File: config.mk
export PLATFORM = sky130hd
export DESIGN_NAME = width_conv_fifo
export DESIGN_NICKNAME = d
export VERILOG_FILES = /design/src/rtl/wcf_pkg.sv /design/src/rtl/wcf_ctrl.sv /design/src/rtl/width_conv_fifo.sv
export SDC_FILE = /design/constraint.sdc
export NUM_CORES = 1
export LEC_CHECK = 0
export CORE_MARGIN = 2
export CORE_UTILIZATION = 50
export CTS_BUF_LIST = sky130_fd_sc_hd__clkbuf_2
export CTS_CLUSTER_DIAMETER = 40
export DETAILED_ROUTE_END_ITERATION = 7
export PLACE_DENSITY = 0.68
export SYNTH_ARGS = -nofsm -noshare
export SYNTH_HDL_FRONTEND = slang
export SYNTH_SLANG_ARGS = --single-unit
File: constraint.sdc
create_clock -name clk -period 3.45 [get_ports clk]
set_input_delay 0.5175 -clock clk [delete_from_list [all_inputs] [get_ports clk]]
set_output_delay 0.5175 -clock clk [all_outputs]
set_load 0.02 [all_outputs]
File: src/rtl/wcf_pkg.sv
// Shared types and width helpers for the width-converting FIFO.
package wcf_pkg;

  typedef enum logic {
    WCF_DOWN = 1'b0,
    WCF_UP   = 1'b1
  } wcf_mode_e;

  function automatic bit is_up_f(input int unsigned mode);
    return mode == 32'(WCF_UP);
  endfunction

  function automatic int unsigned ww_f(input int unsigned mode, input int unsigned dw,
                                       input int unsigned ratio);
    return is_up_f(mode) ? dw : ratio * dw;
  endfunction

  function automatic int unsigned rw_f(input int unsigned mode, input int unsigned dw,
                                       input int unsigned ratio);
    return is_up_f(mode) ? ratio * dw : dw;
  endfunction

  // Narrow-unit pointer width: slot address + lane bits + one wrap bit.
  function automatic int unsigned ptr_w_f(input int unsigned aw, input int unsigned ratio);
    return aw + 32'($clog2(ratio)) + 1;
  endfunction

endpackage

File: src/rtl/wcf_ctrl.sv
// Pointer, occupancy and flag control for width_conv_fifo.
// Optional occupancy output under WCF_LEVEL_EN.
module wcf_ctrl
  import wcf_pkg::*;
#(
  parameter int unsigned ADDR_WIDTH = 3,
  parameter int unsigned RATIO      = 2,
  parameter int unsigned MODE       = 0
) (
  input  logic                                        clk,
  input  logic                                        reset,
  input  logic                                        wr_i,
  input  logic                                        rd_i,
  output logic                                        wr_acc_c_o,
  output logic [ptr_w_f(ADDR_WIDTH, RATIO)-2:0]       waddr_o,
  output logic [ptr_w_f(ADDR_WIDTH, RATIO)-2:0]       raddr_o,
  output logic                                        full_o,
  output logic                                        empty_o
`ifdef WCF_LEVEL_EN
  ,
  output logic [ptr_w_f(ADDR_WIDTH, RATIO)-1:0]       level_o
`endif
);

  localparam int unsigned PW   = ptr_w_f(ADDR_WIDTH, RATIO);
  localparam int unsigned CAP  = RATIO << ADDR_WIDTH;
  localparam bit          UP   = is_up_f(MODE);
  localparam int unsigned WINC = UP ? 1 : RATIO;
  localparam int unsigned RINC = UP ? RATIO : 1;

  logic [PW-1:0] wptr_q, wptr_d;
  logic [PW-1:0] rptr_q, rptr_d;
  logic [PW-1:0] count_d;
  logic          full_q, full_d;
  logic          empty_q, empty_d;
  logic          rd_acc;

  // Acceptance uses the pre-edge flags; reset overrides both sides.
  assign wr_acc_c_o = wr_i & ~full_q & ~reset;
  assign rd_acc     = rd_i & ~empty_q & ~reset;

  always_comb begin
    wptr_d  = wptr_q;
    rptr_d  = rptr_q;
    if (wr_acc_c_o) wptr_d = wptr_q + PW'(WINC);
    if (rd_acc)     rptr_d = rptr_q + PW'(RINC);
    count_d = wptr_d - rptr_d;
    if (UP) begin
      full_d  = (count_d == PW'(CAP));
      empty_d = (count_d < PW'(RATIO));
    end else begin
      full_d  = ((PW'(CAP) - count_d) < PW'(RATIO));
      empty_d = (count_d == '0);
    end
  end

  always_ff @(posedge clk) begin
    if (reset) begin
      wptr_q  <= '0;
      rptr_q  <= '0;
      full_q  <= 1'b0;
      empty_q <= 1'b1;
    end else begin
      wptr_q  <= wptr_d;
      rptr_q  <= rptr_d;
      full_q  <= full_d;
      empty_q <= empty_d;
    end
  end

`ifdef WCF_LEVEL_EN
  logic [PW-1:0] count_q;

  always_ff @(posedge clk) begin
    if (reset) count_q <= '0;
    else       count_q <= count_d;
  end

  assign level_o = count_q;
`endif

  assign waddr_o = wptr_q[PW-2:0];
  assign raddr_o = rptr_q[PW-2:0];
  assign full_o  = full_q;
  assign empty_o = empty_q;

endmodule

File: src/rtl/width_conv_fifo.sv
// Width-converting first-word-fall-through FIFO (downsize or upsize by RATIO).
// Define WCF_LEVEL_EN to expose the stored narrow-unit count on level.
module width_conv_fifo
  import wcf_pkg::*;
#(
  parameter int unsigned ADDR_WIDTH = 3,
  parameter int unsigned DATA_WIDTH = 8,
  parameter int unsigned RATIO      = 2,
  parameter int unsigned MODE       = 0
) (
  input  logic                                          clk,
  input  logic                                          reset,
  input  logic                                          wr,
  input  logic                                          rd,
  input  logic [ww_f(MODE, DATA_WIDTH, RATIO)-1:0]      w_data,
  output logic [rw_f(MODE, DATA_WIDTH, RATIO)-1:0]      r_data,
  output logic                                          full,
  output logic                                          empty
`ifdef WCF_LEVEL_EN
  ,
  output logic [ptr_w_f(ADDR_WIDTH, RATIO)-1:0]         level
`endif
);

  localparam int unsigned AW  = ptr_w_f(ADDR_WIDTH, RATIO) - 1;
  localparam int unsigned CAP = RATIO << ADDR_WIDTH;

  logic [DATA_WIDTH-1:0] mem_q [CAP];
  logic                  wr_acc;
  logic [AW-1:0]         waddr;
  logic [AW-1:0]         raddr;

  wcf_ctrl #(
    .ADDR_WIDTH (ADDR_WIDTH),
    .RATIO      (RATIO),
    .MODE       (MODE)
  ) u_ctrl (
    .clk        (clk),
    .reset      (reset),
    .wr_i       (wr),
    .rd_i       (rd),
    .wr_acc_c_o (wr_acc),
    .waddr_o    (waddr),
    .raddr_o    (raddr),
    .full_o     (full),
    .empty_o    (empty)
`ifdef WCF_LEVEL_EN
    ,
    .level_o    (level)
`endif
  );

  // Storage is narrow-unit addressed; wide accesses are always slot-aligned.
  if (is_up_f(MODE)) begin : g_up
    always_ff @(posedge clk) begin
      if (wr_acc) mem_q[waddr] <= w_data;
    end

    always_comb begin
      r_data = '0;
      for (int unsigned k = 0; k < RATIO; k++) begin
        r_data[k*DATA_WIDTH +: DATA_WIDTH] = mem_q[raddr + AW'(k)];
      end
    end
  end else begin : g_down
    always_ff @(posedge clk) begin
      if (wr_acc) begin
        for (int unsigned k = 0; k < RATIO; k++) begin
          mem_q[waddr + AW'(k)] <= w_data[k*DATA_WIDTH +: DATA_WIDTH];
        end
      end
    end

    assign r_data = mem_q[raddr];
  end

endmodule

==> reports/qor.csv <==
stage;metric;value;unit
outcome;outcome;finished, final reports clean;
timing;hold_ws;0.5573;ns
route;vias per inst;5.517;
yosys;YS warnings;0;
setup_path;crit path DAT;2.80;ns
grt;first-pass GRT wire length;19530;um
pwr;pwr/cell area;440.5;mW/mm^2
grt;Total GRT Usage;0.1903;
yosys;Syn Area/Cell;16.41;sq um
timing;RSZ-0062 raised after global routing;false;
setup_path;Worst R2R Setup Slack;0.48;ns
layout;Sequential Area;0.004068;sq mm
timing;relative slew slack;0.4998;
floorplanning;I/O pin cnt;30;
flow_run;max cap viols;0;
yosys;EDFF count, synth;128;
layout;fillcell total;1017;
timing;Setup violations, final;0;
pwr;clock group share of total power;0.222;
timing;post-route clock period utilization;0.9622;
yosys;Syn Inst Count;392;
floorplanning;Die H;117.4;um
pwr;Sw Ratio;0.2660;
clocking;worst-skew pair later-pin latency;0.70;ns
setup_path;CP max FO;16;
route;Via Count;3542;
setup_path;Crit Path Category;reg -> out;
clocking;# hold bufs at CTS;0;
route;DR WL/cell;19.11;um
route;DRC;0;
grt;vias in the first global route;3601;
yosys;ys async rst share;0;
route;number of routed nets with antenna violations;0;
layout;ant diodes;0;
floorplanning;core area;0.01257;sq mm
floorplanning;Die X;117.4;um
layout;Final Cell Area;0.007295;sq mm
layout;nets;485;
yosys;ys flop type;edfxtp_1;
clocking;clk root buf;clkbuf_2;
clocking;CTS max path bufs;2;
clocking;CTS tree;yes;
timing;shortest period the worst path allows;3.320;ns
yosys;FF+latch count, synth;139;
grt;largest net degree at the start of global routing;33;
timing;FMAX;0.3012;GHz
route;Iteration-0 DRC Markers;219;
timing;max-slew violations;0;
clocking;Num CTS Buffers;17;
pwr;total power;0.003214;W
pwr;Gate power share;0.183;
pwr;Leak Pwr;2.555;nW
setup_path;CP required;2.93;ns
yosys;Mapped Area;0.006431;sq mm
route;drt total wl;12270;um
pwr;Peak VDD IR;0.0002012;V
setup_path;CP endpoint kind;output pin;
setup_path;FF-to-FF path depth;14;
clocking;CTS Sinks;139;
placement;instance area at placement;0.007107;sq mm
hold_path;hold path endpoint;u_ctrl.rptr_q[4]$_SDFF_PP0_;
hold_path;hold wc startpoint;u_ctrl.rptr_q[4]$_SDFF_PP0_;
layout;layout cells sized above 1;0.3191;
clocking;H-tree depth;4;
floorplanning;Initial Util;0.5117;
clocking;Clock transition at path regs;0.20;ns
hold_path;hold depth;2;
hold_path;HP Class;reg -> reg;
floorplanning;die area;0.01379;sq mm
placement;placed wire-length estimate;7637;um
route;TritonRoute pass-1 iters;7;
layout;area taken by multi-input logic gates;0.002241;sq mm
setup_path;terminus of the critical flop-to-flop path;u_ctrl.full_o$_SDFF_PP0_;
timing;final hold vios;0;
yosys;Synth cell types;38;
pwr;Power Internal;0.002359;W
grt;total grt overflow;0;
layout;Area Overhead vs Synth;13.42;%
timing;actual slew at the worst max-slew pin;0.7503;ns
grt;antenna violations before repair;0;
floorplanning;row count;41;
yosys;register area share after synthesis;0.6319;
setup_path;R2R Path Start;u_ctrl.rptr_q[0]$_SDFF_PP0_;
placement;number of port buffers;29;
placement;RePlAce Congestion;0.7930;
pwr;Sequential Power Share;0.595;
yosys;Syn Nets;420;
setup_path;Startpoint Class;register;
pwr;NetSw;0.0008547;W
timing;Clock Skews;0.03537;ns
## layer usage
metal	vias up	wire length, um	GRT usage
met5	-	0	0
met4	0	202	0.06551
met3	17	640	0.04426
met2	82	6176	0.3154
met1	1808	5249	0.2492
li1	1635	-	-
## synth_stat cells, types with 5 or more instances
| cell type | instances | area share |
|---|---|---|
| edfxtp_1 | 128 | 0.60 |
| nand2_1 | 79 | 0.046 |
| mux4_2 | 40 | 0.14 |
| mux2_2 | 33 | 0.058 |
| dfxtp_1 | 11 | 0.034 |
| mux2_4 | 9 | 0.021 |
| nor2_1 | 9 | 0.0053 |
| ha_1 | 7 | 0.014 |
| inv_1 | 6 | 0.0035 |
| xnor2_1 | 6 | 0.0082 |
| xor2_1 | 6 | 0.0082 |
| buf_2 | 5 | 0.0039 |
| clkbuf_1 | 5 | 0.0029 |
| nand2b_1 | 5 | 0.0049 |
| nor2b_1 | 5 | 0.0049 |
## worst max-delay path, stage by stage, from the launching register on
cell           delay, ns
dfxtp_4             0.43
bufbuf_16           0.34
mux4_2              0.50
mux4_2              0.48
dlygate4sd2_1       0.34
## layout by cell type, fill, tap and decap left out, drive strengths merged, types with 7 or more instances in the layout
master / count
edfxtp: 128
xor2: 7
buf: 32
clkbuf: 19
dfxtp: 11
clkinv: 15
clkdlybuf4s50: 21
ha: 7
nor2: 11
mux4: 40
mux2: 42
nand2: 79
dlygate4sd2: 8
inv: 7
## power by group through the flow
stage	Clock, W	Sequential, W	Combinational, W
6_report	0.000714	0.00191	0.000587
5_1_grt	0.000802	0.00192	0.000643
4_1_cts	0.000734	0.00191	0.000595
3_5_place_dp	0	0.00195	0.000585
3_3_place_gp	0	0.00195	0.000574
2_1_floorplan	0	0.00195	0.000378
## flip-flops by register name, indices dropped and copies added, names as in the netlist
| register | cells |
|---|---|
| u_ctrl.empty_o | 1 |
| u_ctrl.wptr_q | 4 |
| mem_q | 128 |
| u_ctrl.full_o | 1 |
| u_ctrl.rptr_q | 5 |
## worst max path at each step
stage	startpoint	to	slack, ns	depth (start not counted)
after floorplan	reset	u_ctrl.full_o$_SDFF_PP0_	0.37	13
after global placement	reset	u_ctrl.full_o$_SDFF_PP0_	-0.05	14
after detailed placement	reset	u_ctrl.full_o$_SDFF_PP0_	-0.13	14
after CTS	u_ctrl.rptr_q[0]$_SDFF_PP0_	r_data[2]	0.05	4
after global routing	u_ctrl.rptr_q[0]$_SDFF_PP0_	r_data[1]	0.02	4
final	u_ctrl.rptr_q[0]$_SDFF_PP0_	r_data[2]	0.13	4
## cell type report
cell class / instances / share of cell area
Tap cell: 172 / 0.02950
Sequential cell: 139 / 0.5576
Timing Repair Buffer: 62 / 0.07925
Clock inverter: 13 / 0.008233
Multi-Input combinational cell: 227 / 0.3072
Inverter: 10 / 0.005146
Clock buffer: 19 / 0.01304
## stage by stage
step	utilization	worst slack [ns]	cells	setup TNS, ns
after floorplan	-	0.3728	392	0
after global placement	0.5655	-0.05377	608	-0.05377
after detailed placement	0.5655	-0.1324	608	-0.1324
after CTS	0.5804	0.05393	642	0
after global routing	0.5804	0.01541	642	0
final	0.5804	0.1305	642	0
## kinds of logic after synthesis
kind of cell | synth area share
compound gates | 0.01303
xor+xnor | 0.01887
fa+ha+maj | 0.01673
buf+inv | 0.01965
flops | 0.6319
mux | 0.2220
simple gates | 0.07782
## what timing repair did
item / 4_1_cts / 5_1_grt
resized for setup: 9 / 0
setup buffers: 1 / 0
setup endpoints to repair: 8 / 0
Power figures use the tool's default switching activity.
